$ cat src/rtl/stlb_lookup_sequencer.sv
// stlb_lookup_sequencer: serves L1 TLB misses from several requesters through a shared
// second-level TLB. Requesters are picked round-robin. The picked request is looked up
// in the shared TLB. On a TLB miss a page-table walk is started, the walk result is
// written back into the TLB, and the translation is returned to the granted requester.
//
// Ports:
//   clk_i, rst_i                 clock, asynchronous active-high reset
//   flush_i                      SFENCE flush, aborts the sequence in flight
//   req_valid/vaddr/asid_i       per-requester miss requests (slice i = requester i)
//   req_gnt_o                    one-hot grant pulse (combinational, IDLE only)
//   rsp_valid_o, rsp_*_o         one-hot response pulse plus registered translation
//   lu_*                         shared TLB lookup port
//   walk_*                       page-table walker request/return
//   upd_*                        shared TLB update port
// Optional build macro STLB_SEQ_PERF_EN adds saturating hit/miss/fault counters.

module stlb_lookup_sequencer #(
    parameter int unsigned NUM_REQ    = 2,
    parameter int unsigned VLEN       = 39,
    parameter int unsigned ASID_WIDTH = 1,
    parameter int unsigned PTE_WIDTH  = 64
) (
    input  logic                          clk_i,
    input  logic                          rst_i,
    input  logic                          flush_i,
    input  logic [NUM_REQ-1:0]            req_valid_i,
    input  logic [NUM_REQ*VLEN-1:0]       req_vaddr_i,
    input  logic [NUM_REQ*ASID_WIDTH-1:0] req_asid_i,
    output logic [NUM_REQ-1:0]            req_gnt_o,
    output logic [NUM_REQ-1:0]            rsp_valid_o,
    output logic                          rsp_err_o,
    output logic [PTE_WIDTH-1:0]          rsp_content_o,
    output logic                          rsp_is_2M_o,
    output logic                          rsp_is_1G_o,
    output logic                          lu_access_o,
    output logic [VLEN-1:0]               lu_vaddr_o,
    output logic [ASID_WIDTH-1:0]         lu_asid_o,
    input  logic                          lu_hit_i,
    input  logic [PTE_WIDTH-1:0]          lu_content_i,
    input  logic                          lu_is_2M_i,
    input  logic                          lu_is_1G_i,
    output logic                          walk_req_o,
    output logic [VLEN-1:0]               walk_vaddr_o,
    output logic [ASID_WIDTH-1:0]         walk_asid_o,
    input  logic                          walk_valid_i,
    input  logic                          walk_err_i,
    input  logic [PTE_WIDTH-1:0]          walk_pte_i,
    input  logic                          walk_is_2M_i,
    input  logic                          walk_is_1G_i,
    output logic                          upd_valid_o,
    output logic [26:0]                   upd_vpn_o,
    output logic [ASID_WIDTH-1:0]         upd_asid_o,
    output logic [PTE_WIDTH-1:0]          upd_content_o,
    output logic                          upd_is_2M_o,
    output logic                          upd_is_1G_o
`ifdef STLB_SEQ_PERF_EN
    ,
    output logic [31:0]                   perf_hit_cnt_o,
    output logic [31:0]                   perf_miss_cnt_o,
    output logic [31:0]                   perf_fault_cnt_o
`endif
);

    localparam int unsigned IDX_W  = (NUM_REQ > 1) ? $clog2(NUM_REQ) : 1;
    localparam int unsigned VPN_W  = 27;
    localparam int unsigned PG_OFF = 12;

    typedef enum logic [2:0] {
        S_IDLE, S_LOOKUP, S_WALK, S_UPDATE, S_RESP, S_DRAIN
    } state_e;

    state_e                  r_state, w_next;
    logic [IDX_W-1:0]        r_rr_ptr, r_idx;
    logic [VLEN-1:0]         r_vaddr;
    logic [ASID_WIDTH-1:0]   r_asid;
    logic [PTE_WIDTH-1:0]    r_content;
    logic                    r_is_2M, r_is_1G, r_err;

    logic                    w_gnt_any, w_grant;
    logic [IDX_W-1:0]        w_gnt_idx;
    logic [VLEN-1:0]         w_sel_vaddr;
    logic [ASID_WIDTH-1:0]   w_sel_asid;

    // Round-robin pick: first valid index at or after the pointer, then wrap below it.
    always_comb begin
        w_gnt_any = 1'b0;
        w_gnt_idx = '0;
        for (int i = 0; i < int'(NUM_REQ); i++) begin
            if (!w_gnt_any && req_valid_i[i] && (i >= int'(r_rr_ptr))) begin
                w_gnt_any = 1'b1;
                w_gnt_idx = IDX_W'(i);
            end
        end
        for (int i = 0; i < int'(NUM_REQ); i++) begin
            if (!w_gnt_any && req_valid_i[i] && (i < int'(r_rr_ptr))) begin
                w_gnt_any = 1'b1;
                w_gnt_idx = IDX_W'(i);
            end
        end
    end

    // Payload mux for the picked requester.
    always_comb begin
        w_sel_vaddr = '0;
        w_sel_asid  = '0;
        for (int i = 0; i < int'(NUM_REQ); i++) begin
            if (i == int'(w_gnt_idx)) begin
                w_sel_vaddr = req_vaddr_i[i*VLEN +: VLEN];
                w_sel_asid  = req_asid_i[i*ASID_WIDTH +: ASID_WIDTH];
            end
        end
    end

    // rst_i gate keeps the grant low while reset is held.
    assign w_grant = (r_state == S_IDLE) && w_gnt_any && !flush_i && !rst_i;

    // State register.
    always_ff @(posedge clk_i or posedge rst_i) begin
        if (rst_i) r_state <= S_IDLE;
        else       r_state <= w_next;
    end

    // Next state and strobes.
    always_comb begin
        w_next      = r_state;
        req_gnt_o   = '0;
        rsp_valid_o = '0;
        lu_access_o = 1'b0;
        walk_req_o  = 1'b0;
        upd_valid_o = 1'b0;
        case (r_state)
            S_IDLE: begin
                if (w_grant) begin
                    req_gnt_o = NUM_REQ'(1) << w_gnt_idx;
                    w_next    = S_LOOKUP;
                end
            end
            S_LOOKUP: begin
                lu_access_o = 1'b1;
                if (flush_i)       w_next = S_IDLE;
                else if (lu_hit_i) w_next = S_RESP;
                else               w_next = S_WALK;
            end
            S_WALK: begin
                walk_req_o = 1'b1;
                // A walk finishing in the flush cycle is simply discarded.
                if (walk_valid_i) begin
                    if (flush_i)         w_next = S_IDLE;
                    else if (walk_err_i) w_next = S_RESP;
                    else                 w_next = S_UPDATE;
                end else if (flush_i) begin
                    w_next = S_DRAIN;
                end
            end
            S_UPDATE: begin
                upd_valid_o = !flush_i;
                w_next      = flush_i ? S_IDLE : S_RESP;
            end
            S_RESP: begin
                if (!flush_i) rsp_valid_o = NUM_REQ'(1) << r_idx;
                w_next = S_IDLE;
            end
            S_DRAIN: begin
                if (walk_valid_i) w_next = S_IDLE;
            end
            default: w_next = S_IDLE;
        endcase
    end

    // Capture request on grant, translation on lookup hit or walk return.
    always_ff @(posedge clk_i or posedge rst_i) begin
        if (rst_i) begin
            r_rr_ptr  <= '0;
            r_idx     <= '0;
            r_vaddr   <= '0;
            r_asid    <= '0;
            r_content <= '0;
            r_is_2M   <= 1'b0;
            r_is_1G   <= 1'b0;
            r_err     <= 1'b0;
        end else begin
            if (w_grant) begin
                r_idx    <= w_gnt_idx;
                r_vaddr  <= w_sel_vaddr;
                r_asid   <= w_sel_asid;
                r_err    <= 1'b0;
                r_rr_ptr <= (w_gnt_idx == IDX_W'(NUM_REQ - 1)) ? '0 : w_gnt_idx + IDX_W'(1);
            end
            if (r_state == S_LOOKUP && lu_hit_i) begin
                r_content <= lu_content_i;
                r_is_2M   <= lu_is_2M_i;
                r_is_1G   <= lu_is_1G_i;
            end
            if (r_state == S_WALK && walk_valid_i) begin
                r_content <= walk_err_i ? '0 : walk_pte_i;
                r_is_2M   <= walk_is_2M_i && !walk_err_i;
                r_is_1G   <= walk_is_1G_i && !walk_err_i;
                r_err     <= walk_err_i;
            end
        end
    end

    assign lu_vaddr_o    = r_vaddr;
    assign lu_asid_o     = r_asid;
    assign walk_vaddr_o  = r_vaddr;
    assign walk_asid_o   = r_asid;
    assign upd_vpn_o     = r_vaddr[PG_OFF +: VPN_W];
    assign upd_asid_o    = r_asid;
    assign upd_content_o = r_content;
    assign upd_is_2M_o   = r_is_2M;
    assign upd_is_1G_o   = r_is_1G;
    assign rsp_content_o = r_content;
    assign rsp_is_2M_o   = r_is_2M;
    assign rsp_is_1G_o   = r_is_1G;
    assign rsp_err_o     = r_err;

`ifdef STLB_SEQ_PERF_EN
    logic [31:0] r_hit_cnt, r_miss_cnt, r_fault_cnt;

    // Saturating event counters; only reset clears them.
    always_ff @(posedge clk_i or posedge rst_i) begin
        if (rst_i) begin
            r_hit_cnt   <= '0;
            r_miss_cnt  <= '0;
            r_fault_cnt <= '0;
        end else begin
            if (r_state == S_LOOKUP && lu_hit_i && r_hit_cnt != '1)
                r_hit_cnt <= r_hit_cnt + 32'd1;
            if (r_state == S_LOOKUP && !lu_hit_i && r_miss_cnt != '1)
                r_miss_cnt <= r_miss_cnt + 32'd1;
            if (r_state == S_WALK && walk_valid_i && walk_err_i && r_fault_cnt != '1)
                r_fault_cnt <= r_fault_cnt + 32'd1;
        end
    end

    assign perf_hit_cnt_o   = r_hit_cnt;
    assign perf_miss_cnt_o  = r_miss_cnt;
    assign perf_fault_cnt_o = r_fault_cnt;
`endif

endmodule

$ cat config.mk
export PLATFORM = sky130hd
export DESIGN_NAME = stlb_lookup_sequencer
export DESIGN_NICKNAME = d
export VERILOG_FILES = /design/src/rtl/stlb_lookup_sequencer.sv
export SDC_FILE = /design/constraint.sdc
export NUM_CORES = 1
export LEC_CHECK = 0
export BUFFER_PORTS_ARGS = -buffer_cell sky130_fd_sc_hd__buf_2
export CAP_MARGIN = 20
export CORE_AREA = 2 2 183 185
export DETAILED_ROUTE_END_ITERATION = 10
export DIE_AREA = 0 0 185 187
export GPL_TIMING_DRIVEN = 0
export PLACE_DENSITY = 0.49
export SLEW_MARGIN = 20
export SYNTH_ARGS = -nofsm -noshare
export SYNTH_HDL_FRONTEND = slang
export SYNTH_SLANG_ARGS = --single-unit
$ cat constraint.sdc
create_clock -name clk_i -period 3.9 [get_ports clk_i]
set_input_delay 0 -clock clk_i [delete_from_list [all_inputs] [get_ports clk_i]]
set_output_delay 0 -clock clk_i [all_outputs]
set_load 0.02 [all_outputs]
Word level (Yosys, flattened, before mapping)
Cells that the tools add are included.
{"block": "op_classes", "addsub": 1, "magnitude_cmp": 2, "eq_ne": 8, "shifts": 2, "muxes": 34, "n_reduce_logical": 20}
{"operator": "$mux 64", "n": 3}
{"operator": "$mux 39", "n": 1}
{"operator": "$mux 3", "n": 9}
{"operator": "$mux 1", "n": 16}
{"operator": "$pmux 3 s5", "n": 1}
{"operator": "$logic_and 1x1->1", "n": 11}
{"operator": "$mux 2", "n": 4}
{"operator": "$eq 3x2->1 const B", "n": 2}
{"operator": "$eq 3x3->1 const B", "n": 2}
{"operator": "$logic_not 1->1", "n": 5}
{"operator": "$ne 2x2->1 const B", "n": 2}
{"operator": "$reduce_bool 2->1", "n": 2}
{"operator": "$shl 1x1->2 const A", "n": 2}
{"operator": "$eq 3x1->1 const B", "n": 1}
{"operator": "$logic_not 3->1", "n": 1}
{"operator": "$ne 3x3->1 const B", "n": 1}
{"operator": "$reduce_and 3->1", "n": 1}
{"operator": "$add 1x1->1 const B", "n": 1}
{"operator": "$ge 1x1->1 const A", "n": 1}
{"operator": "$lt 1x1->1 const A", "n": 1}
{"block": "totals", "ff_bits": 112, "input_bits": 220, "output_inout_bits": 248, "wordCells": 76}

Depth between registers and ports, before layout
Gate-level depths: netlist of the first run.
{"block": "logic_depth", "word_depth": 15, "ltp_mapped": 7, "depth_no_buf": 3}

Worst setup path before layout of the first run
Ideal clock, no wire load.
{"block": "synth_timing", "kind": "register to register", "startpoint": "register r_state[2]", "endpoint": "register r_content[10] (netlist: rsp_content_o[10])", "setup_time_ns": 0.125, "t_arrival_ns": 1.715, "t_required_ns": 3.775, "setup_slack_ns": 2.060, "stages_incl_launch_ff": 8, "path_buffers": 4, "period_less_slack_ns": 1.840, "cell_sequence": "dfrtp_1 buf_4 and4bb_1 clkbuf_2 buf_6 buf_6 mux2_4 mux2_4"}
{"block": "synth_via", "elab_chain_len": 3, "elab_cells_between_ends": 6, "cone_classes": "eq/ne: 2; mux: 1; reduce/logical: 3"}
{"item": "from (decl)", "line": "72", "rtl": "state_e r_state, w_next;"}
{"item": "from (signal assigned)", "line": "120", "rtl": "else r_state <= w_next;"}
{"item": "$eq 3x2->1 / $eq 3x1->1 (equally long branches)", "line": "194, 189"}
{"item": "$logic_and 1x1->1, on equally long branches", "line": "194, 189"}
{"item": "$mux 64 / $reduce_bool 2->1 (equally long branches)"}
{"item": "to (signal assigned)", "line": "190", "rtl": "r_content <= lu_content_i;"}
{"item": "to (signal assigned)", "line": "195", "rtl": "r_content <= walk_err_i ? '0 : walk_pte_i;"}
{"item": "to (decl)", "line": "76", "rtl": "logic [PTE_WIDTH-1:0] r_content;"}
Several ways; a longest one is shown, not always the timed one.
A chain may end at the register's enable or synchronous reset.

Final worst setup path of the first run
{"block": "layout_timing", "startpoint": "register r_state[2]", "endpoint": "register r_vaddr[27] (netlist: lu_vaddr_o[27])"}
{"block": "layout_via", "elab_chain_len": 4}
{"item": "$logic_not 3->1", "line": "115", "rtl": "assign w_grant = (r_state == S_IDLE) && w_gnt_any && !flush_i && !rst_i;"}
{"item": "$logic_and 1x1->1 (3 in series)", "line": "115"}
{"item": "to (signal assigned)", "line": "184", "rtl": "r_vaddr <= w_sel_vaddr;"}
{"item": "to (decl)", "line": "74", "rtl": "logic [VLEN-1:0] r_vaddr;"}
No other way between the ends.

==> flow_metrics.env, run 1 <==
export IMPL_ff2ff_path_depth=6
export IMPL_final_common_cell="buf_2"
export IMPL_slowest_stage="nor4_2"
export IMPL_slew_headroom_pct=44.6
export IMPL_drtIter0Drc=156
export IMPL_synthTopCellsByArea="dfrtp_1 (38%), mux2_2 (15%), buf_4 (14%), mux2_4 (7.3%), a31oi_1 (6.8%)"
export IMPL_grt_max_degree=60
export IMPL_synth_top_cell_area_share_pct=37.8
export IMPL_core_area_mm2=0.0329
export IMPL_syn_inst=709
export IMPL_powerDensity_mw_per_mm2=590
export IMPL_finalPower_mw=7.12
export IMPL_die_area_mm2=0.0346
export IMPL_whs_ns=0.0248
export IMPL_cts_resized=0
export IMPL_critPathCaptureType="flip-flop"
export IMPL_rows=67
export IMPL_hold_viol_final=0
export IMPL_min_period_ns=2.65
export IMPL_register_area_mm2=0.00280
export IMPL_startpoint_type="flip-flop"
export IMPL_setup_viol=0
export IMPL_netlist_area_mm2=0.00742
export IMPL_tritoncts="done"
export IMPL_cts_made_buffers=9
export IMPL_synth_nets=929
export IMPL_status="finished clean"
export IMPL_ys_ff_latch=112
export IMPL_antenna_cells=0
export IMPL_gp_congestion=0.852
export IMPL_min_delay_start="lu_is_1G_i"
export IMPL_vdd_drop_max_mv=0.317
export IMPL_wire_per_inst_um=16.7
export IMPL_route_final_wire_length_um=29800
export IMPL_r2r_setup_slack_ns=1.25
export IMPL_dp_cells=1622
export IMPL_cp_top_family="buffers and inverters"
export IMPL_maxCapViolCount=0
export IMPL_crit_path_frequent_cell="a31oi_1"
export IMPL_r2r_end="lu_vaddr_o[27]"
export IMPL_die_w_um=185
export IMPL_cts_htree_levels=3
export IMPL_path_cells="buf_4, nor4_2, clkbuf_1, a31oi_1, a31oi_1, dlygate4sd3_1"
export IMPL_fin_skew_ns=0.00881
export IMPL_yosysWarnings=0
export IMPL_clock_latency_ns=0.36
export IMPL_cp_max_fo=10
export IMPL_nets=1549
export IMPL_grt_first_pass_wirelength_um=44400
export IMPL_die_h_um=187
export IMPL_critPathKind="reg -> reg"
export IMPL_fmax_mhz=377
export IMPL_slowest_delay_ns=0.66
export IMPL_drive_above_1_share_pct=57.7
export IMPL_synthDistinctLibCells=32
export IMPL_final_cell_mix="buf_2 (475), dlygate4sd3_1 (144), buf_4 (141)"
export IMPL_total_leakage_power_nw=5.74
export IMPL_critPathArrivalTime_ns=2.95
export IMPL_required_ns=4.19
export IMPL_post_route_period_util_pct=68.0
export IMPL_multi_input_area_mm2=0.00329
export IMPL_crit_buf_inv=3
export IMPL_grt_antenna_before_repair=0
export IMPL_dr_pass1_iters=4
export IMPL_clk_pin_slew_ns=0.08
export IMPL_ant_nets=0
export IMPL_hold_class="in -> reg"
export IMPL_hpwl_um=23500
export IMPL_maxSlewViolCount=0
export IMPL_grt_ovfl_total=0
export IMPL_ios=468
export IMPL_viasPerCell=4.22
export IMPL_grt_pass1_vias=7748
export IMPL_fin_cells=1782
export IMPL_post_cts_buffers=0
export IMPL_start_util_pct=22.6
export IMPL_drcViolationCount=0
export IMPL_vias=7514
export IMPL_yosysTopAreaCell="dfrtp_1"
export IMPL_clock_root_buffer="clkbuf_16"
export IMPL_port_buffers=464
export IMPL_tightest_slew_ns=0.831
export IMPL_rsz0062_at_grt="no"
export IMPL_hold_path_cell_count=3
export IMPL_cts_sinks=112
export IMPL_grt_usage_pct=16.9
export IMPL_ys_seq_area_share_pct=37.8
export IMPL_regToRegStartpoint="r_state[2]"
export IMPL_min_to="rsp_is_1G_o"
export IMPL_n_fill_cell=3428
export IMPL_syn2layout_area_growth_pct=62.6
export IMPL_clock_path_buffers=2
export IMPL_avgSynthCellArea_um2=10.5
-- synthesized netlist by cell type (all sizes together) --
library cell and n:
buf 156, mux2 134, dfrtp 112, a31oi 81
nor2b 67, nand3b 42, o21ai 41, clkbuf 40
nor2 6, inv 5, nand2b 5, a21oi 3
nor3b 3, nor4 2, o32ai 2, a2bb2oi 1
a32oi 1, and3 1, and4bb 1, nand2 1
nand3 1, nor3 1, nor4b 1, o2bb2ai 1
or2 1
-- logic make-up (layout without fill, tap and decap cells) --
logic type	Yosys count	count (layout)	share of synthesized area, %
mux	134	134	22.2
compound gates	130	130	10.4
flops	112	112	37.8
buf+inv	201	826	17.8
simple gates	132	132	11.8
-- worst max-delay path by stage --
stage	slack [ns]	cells past startpoint	to	startpoint
after global routing	1.07	6	lu_vaddr_o[32]	r_state[2]
final	1.25	6	lu_vaddr_o[27]	r_state[2]
after floorplan	0.94	1	lu_asid_o	rst_i
after CTS	1.27	6	lu_vaddr_o[24]	r_state[2]
after detailed placement	1.69	6	rsp_content_o[23]	r_state[1]
after global placement	-1.00	2	rsp_content_o[10]	rst_i
-- through the flow --
stage               instance area (um^2)  utilization (%)  TNS (ns)  worst slack (ns)
finish                             12100             36.7         0              1.25
global route                       12100             36.7         0              1.07
CTS                                12100             36.7         0              1.27
detailed placement                 10300             31.4         0              1.69
global placement                   10300             31.3   -111.10             -1.00
floorplan                           7420                -         0             0.941
-- worst register-to-register path, cell delays in order, from the launching register on --
cell and delay, ns:
dfrtp_1 0.36, buf_4 0.16, nor4_2 0.66, clkbuf_1 0.48, a31oi_1 0.17, a31oi_1 0.19
dlygate4sd3_1 0.57
-- power by group --
group / internal (mW) / switching, mW / total (mW) / leakage, nW
Clock: 0.475 / 0.463 / 0.938 / 0.136
Sequential: 1.60 / 0.449 / 2.04 / 1.31
Combinational: 2.00 / 2.14 / 4.14 / 4.29
-- per-layer routing --
layer  track usage (%)  share of wire [%]  up-vias
met2              32.7                 53      323
met4              4.49                1.8        0
met3              3.33                6.2       20
met5                 0                  0        -
li1                  -                  -     3606
met1              18.5                 39     3565
-- cell type report --
type                            instances  share of cell area, %
Clock buffer                           13                   2.16
Buffer                                196                   10.8
Clock inverter                          3                  0.207
Tap cell                              448                   4.65
Sequential cell                       112                   23.2
Multi-Input combinational cell        396                   27.3
Inverter                                5                  0.218
Timing Repair Buffer                  609                   31.4
-- repair_timing --
item | CTS | global route
hold buffers | 144 | 0
endpoints found under the setup margin | 0 | 0
hold endpoints to repair | 156 | 0
-- sequential cells by signal, summed over array words and instances, names as in the netlist --
name and cells:
rsp_is_1G_o 1, rsp_is_2M_o 1, rsp_content_o 64, r_state 3, lu_vaddr_o 39, r_rr_ptr 1, r_idx 1, rsp_err_o 1
lu_asid_o 1
Power figures use the tool's default switching activity.
==> inputs of run 2 (changes only) <==
clock period = 2.6 ns   (was 3.9 ns; I/O delays follow)
==> flow_metrics.env, run 2 (synthesis gave the netlist of run 1 again) <==
export IMPL_syn2layout_area_growth_pct=62.9
export IMPL_required_ns=2.60
export IMPL_clock_root_buffer="clkbuf_16"
export IMPL_dpl_instance_area_mm2=0.0104
export IMPL_rsz0062_at_grt="no"
export IMPL_port_buffers=464
export IMPL_grt_first_pass_wirelength_um=44200
export IMPL_n_fill_cell=3399
export IMPL_grt_usage_pct=16.6
export IMPL_powerDensity_mw_per_mm2=874
export IMPL_fin_skew_ns=0.0124
export IMPL_finalPower_mw=10.6
export IMPL_crit_buf_inv=3
export IMPL_critPathCaptureType="output pin"
export IMPL_fmax_mhz=432
export IMPL_path_cells="buf_4, nor4_4, buf_2, nand3_1, nor2_1, buf_2"
export IMPL_clock_latency_ns=0.36
export IMPL_crit_cells=6
export IMPL_regToRegStartpoint="r_state[1]"
export IMPL_clock_path_buffers=2
export IMPL_globalRouteMet2Util_pct=31.7
export IMPL_r2r_setup_slack_ns=0.43
export IMPL_slowest_stage="nor4_4"
export IMPL_start_util_pct=22.6
export IMPL_nets=1546
export IMPL_dr_pass1_iters=4
export IMPL_slew_headroom_pct=45.3
export IMPL_cts_htree_levels=3
export IMPL_min_delay_start="lu_content_i[12]"
export IMPL_grt_ovfl_total=0
export IMPL_hold_class="in -> reg"
export IMPL_fin_area_mm2=0.0121
export IMPL_post_cts_buffers=0
export IMPL_clk_pin_slew_ns=0.08
export IMPL_critPathArrivalTime_ns=2.32
export IMPL_grt_util_met3_pct=3.15
export IMPL_route_final_wire_length_um=29600
export IMPL_die_area_mm2=0.0346
export IMPL_vdd_drop_max_mv=0.390
export IMPL_vias=7439
export IMPL_largest_reg_flops=64
export IMPL_totalNegativeSetupSlack_ns=0
export IMPL_ios=468
export IMPL_r2r_end="rsp_content_o[23]"
export IMPL_cp_top_family="simple AND/OR/NAND/NOR gates"
export IMPL_dp_cells=1625
export IMPL_tightest_slew_ns=0.821
export IMPL_grt_pass1_vias=7593
export IMPL_wire_per_inst_um=16.6
export IMPL_min_to="rsp_content_o[12]"
export IMPL_setup_viol=0
export IMPL_cts_sinks=112
export IMPL_startpoint_type="flip-flop"
export IMPL_die_w_um=185
export IMPL_status="finished clean"
export IMPL_drcViolationCount=0
export IMPL_fin_cells=1779
export IMPL_grt_antenna_before_repair=0
export IMPL_total_leakage_power_nw=5.77
export IMPL_ant_nets=0
export IMPL_drive_above_1_share_pct=58.2
export IMPL_multi_input_area_mm2=0.00330
export IMPL_final_cell_mix="buf_2 (475), buf_4 (141), dlygate4sd3_1 (138)"
export IMPL_antenna_cells=0
export IMPL_maxCapViolCount=0
export IMPL_min_period_ns=2.32
export IMPL_grtUsageMet1_pct=18.7
export IMPL_grt_max_degree=32
export IMPL_core_area_mm2=0.0329
export IMPL_tritoncts="done"
export IMPL_hold_path_cell_count=3
export IMPL_post_route_period_util_pct=89.1
export IMPL_slowest_delay_ns=0.47
export IMPL_ff2ff_path_depth=6
export IMPL_register_area_mm2=0.00280
export IMPL_drtIter0Drc=116
export IMPL_critPathKind="reg -> out"
export IMPL_hold_viol_final=0
export IMPL_crit_path_frequent_cell="buf_2"
export IMPL_gp_congestion=0.828
export IMPL_top_usage_layer="met2"
export IMPL_hpwl_um=23500
export IMPL_maxSlewViolCount=0
export IMPL_viasPerCell=4.18
export IMPL_final_common_cell="buf_2"
export IMPL_rows=67
export IMPL_cp_max_fo=10
export IMPL_die_h_um=187
export IMPL_cts_made_buffers=9
==> run 2: worst reg2reg max path: cells and delay by family (launching register included) <==
kind	cells	cell delay [ns]
and+or+nand+nor	1	0.17
AOI/OAI and AO/OA	1	0.26
DFF	1	0.36
muxes	1	0.38
buffers and inverters	3	0.89
==> run 2: layer usage <==
metal | routed length [um] | part of all wire [%]
met1 | 11500 | 39
met3 | 1910 | 6.5
met4 | 497 | 1.7
met2 | 15600 | 53
met5 | 0 | 0
==> run 2: layout make-up <==
class                   instances  area share (%)
multi-input cells             396            27.3
plain buffers                 196            10.8
well taps                     448            4.64
clock inverters                 6           0.601
inverters                       5           0.186
flip-flops and latches        112            23.2
repair buffers                606            31.3
clock buffers                  10            1.98
==> run 2: through the flow <==
stage                     util [%]  hold WS, ns  setup slack (ns)
after floorplan                  -        0.171             0.760
after global placement        31.4        0.284             0.187
after detailed placement      31.6     -0.00601             0.367
after CTS                     36.7      0.00284            0.0121
after global routing          36.8     0.000260             0.148
final                         36.8       0.0201             0.284
==> run 2: worst max-delay path by stage <==
stage | startpoint | end | slack, ns
global placement | rst_i | rsp_content_o[24] | 0.19
detailed placement | r_state[1] | rsp_content_o[27] | 0.37
floorplan | r_state[2] | rsp_content_o[10] | 0.76
global route | r_state[2] | req_gnt_o[0] | 0.15
CTS | r_state[2] | req_gnt_o[0] | 0.01
finish | r_state[2] | req_gnt_o[0] | 0.28
==> run 2: what timing repair did <==
action / 4_1_cts / 5_1_grt
hold buffers: 138 / 0
endpoints found under the hold margin: 149 / 0
setup endpoints to repair: 0 / 2
gates resized for setup: 0 / 1
==> run 2: power by group <==
part | internal, mW | switching, mW
Combinational | 2.81 | 3.17
Sequential | 2.39 | 0.662
Clock | 0.792 | 0.740
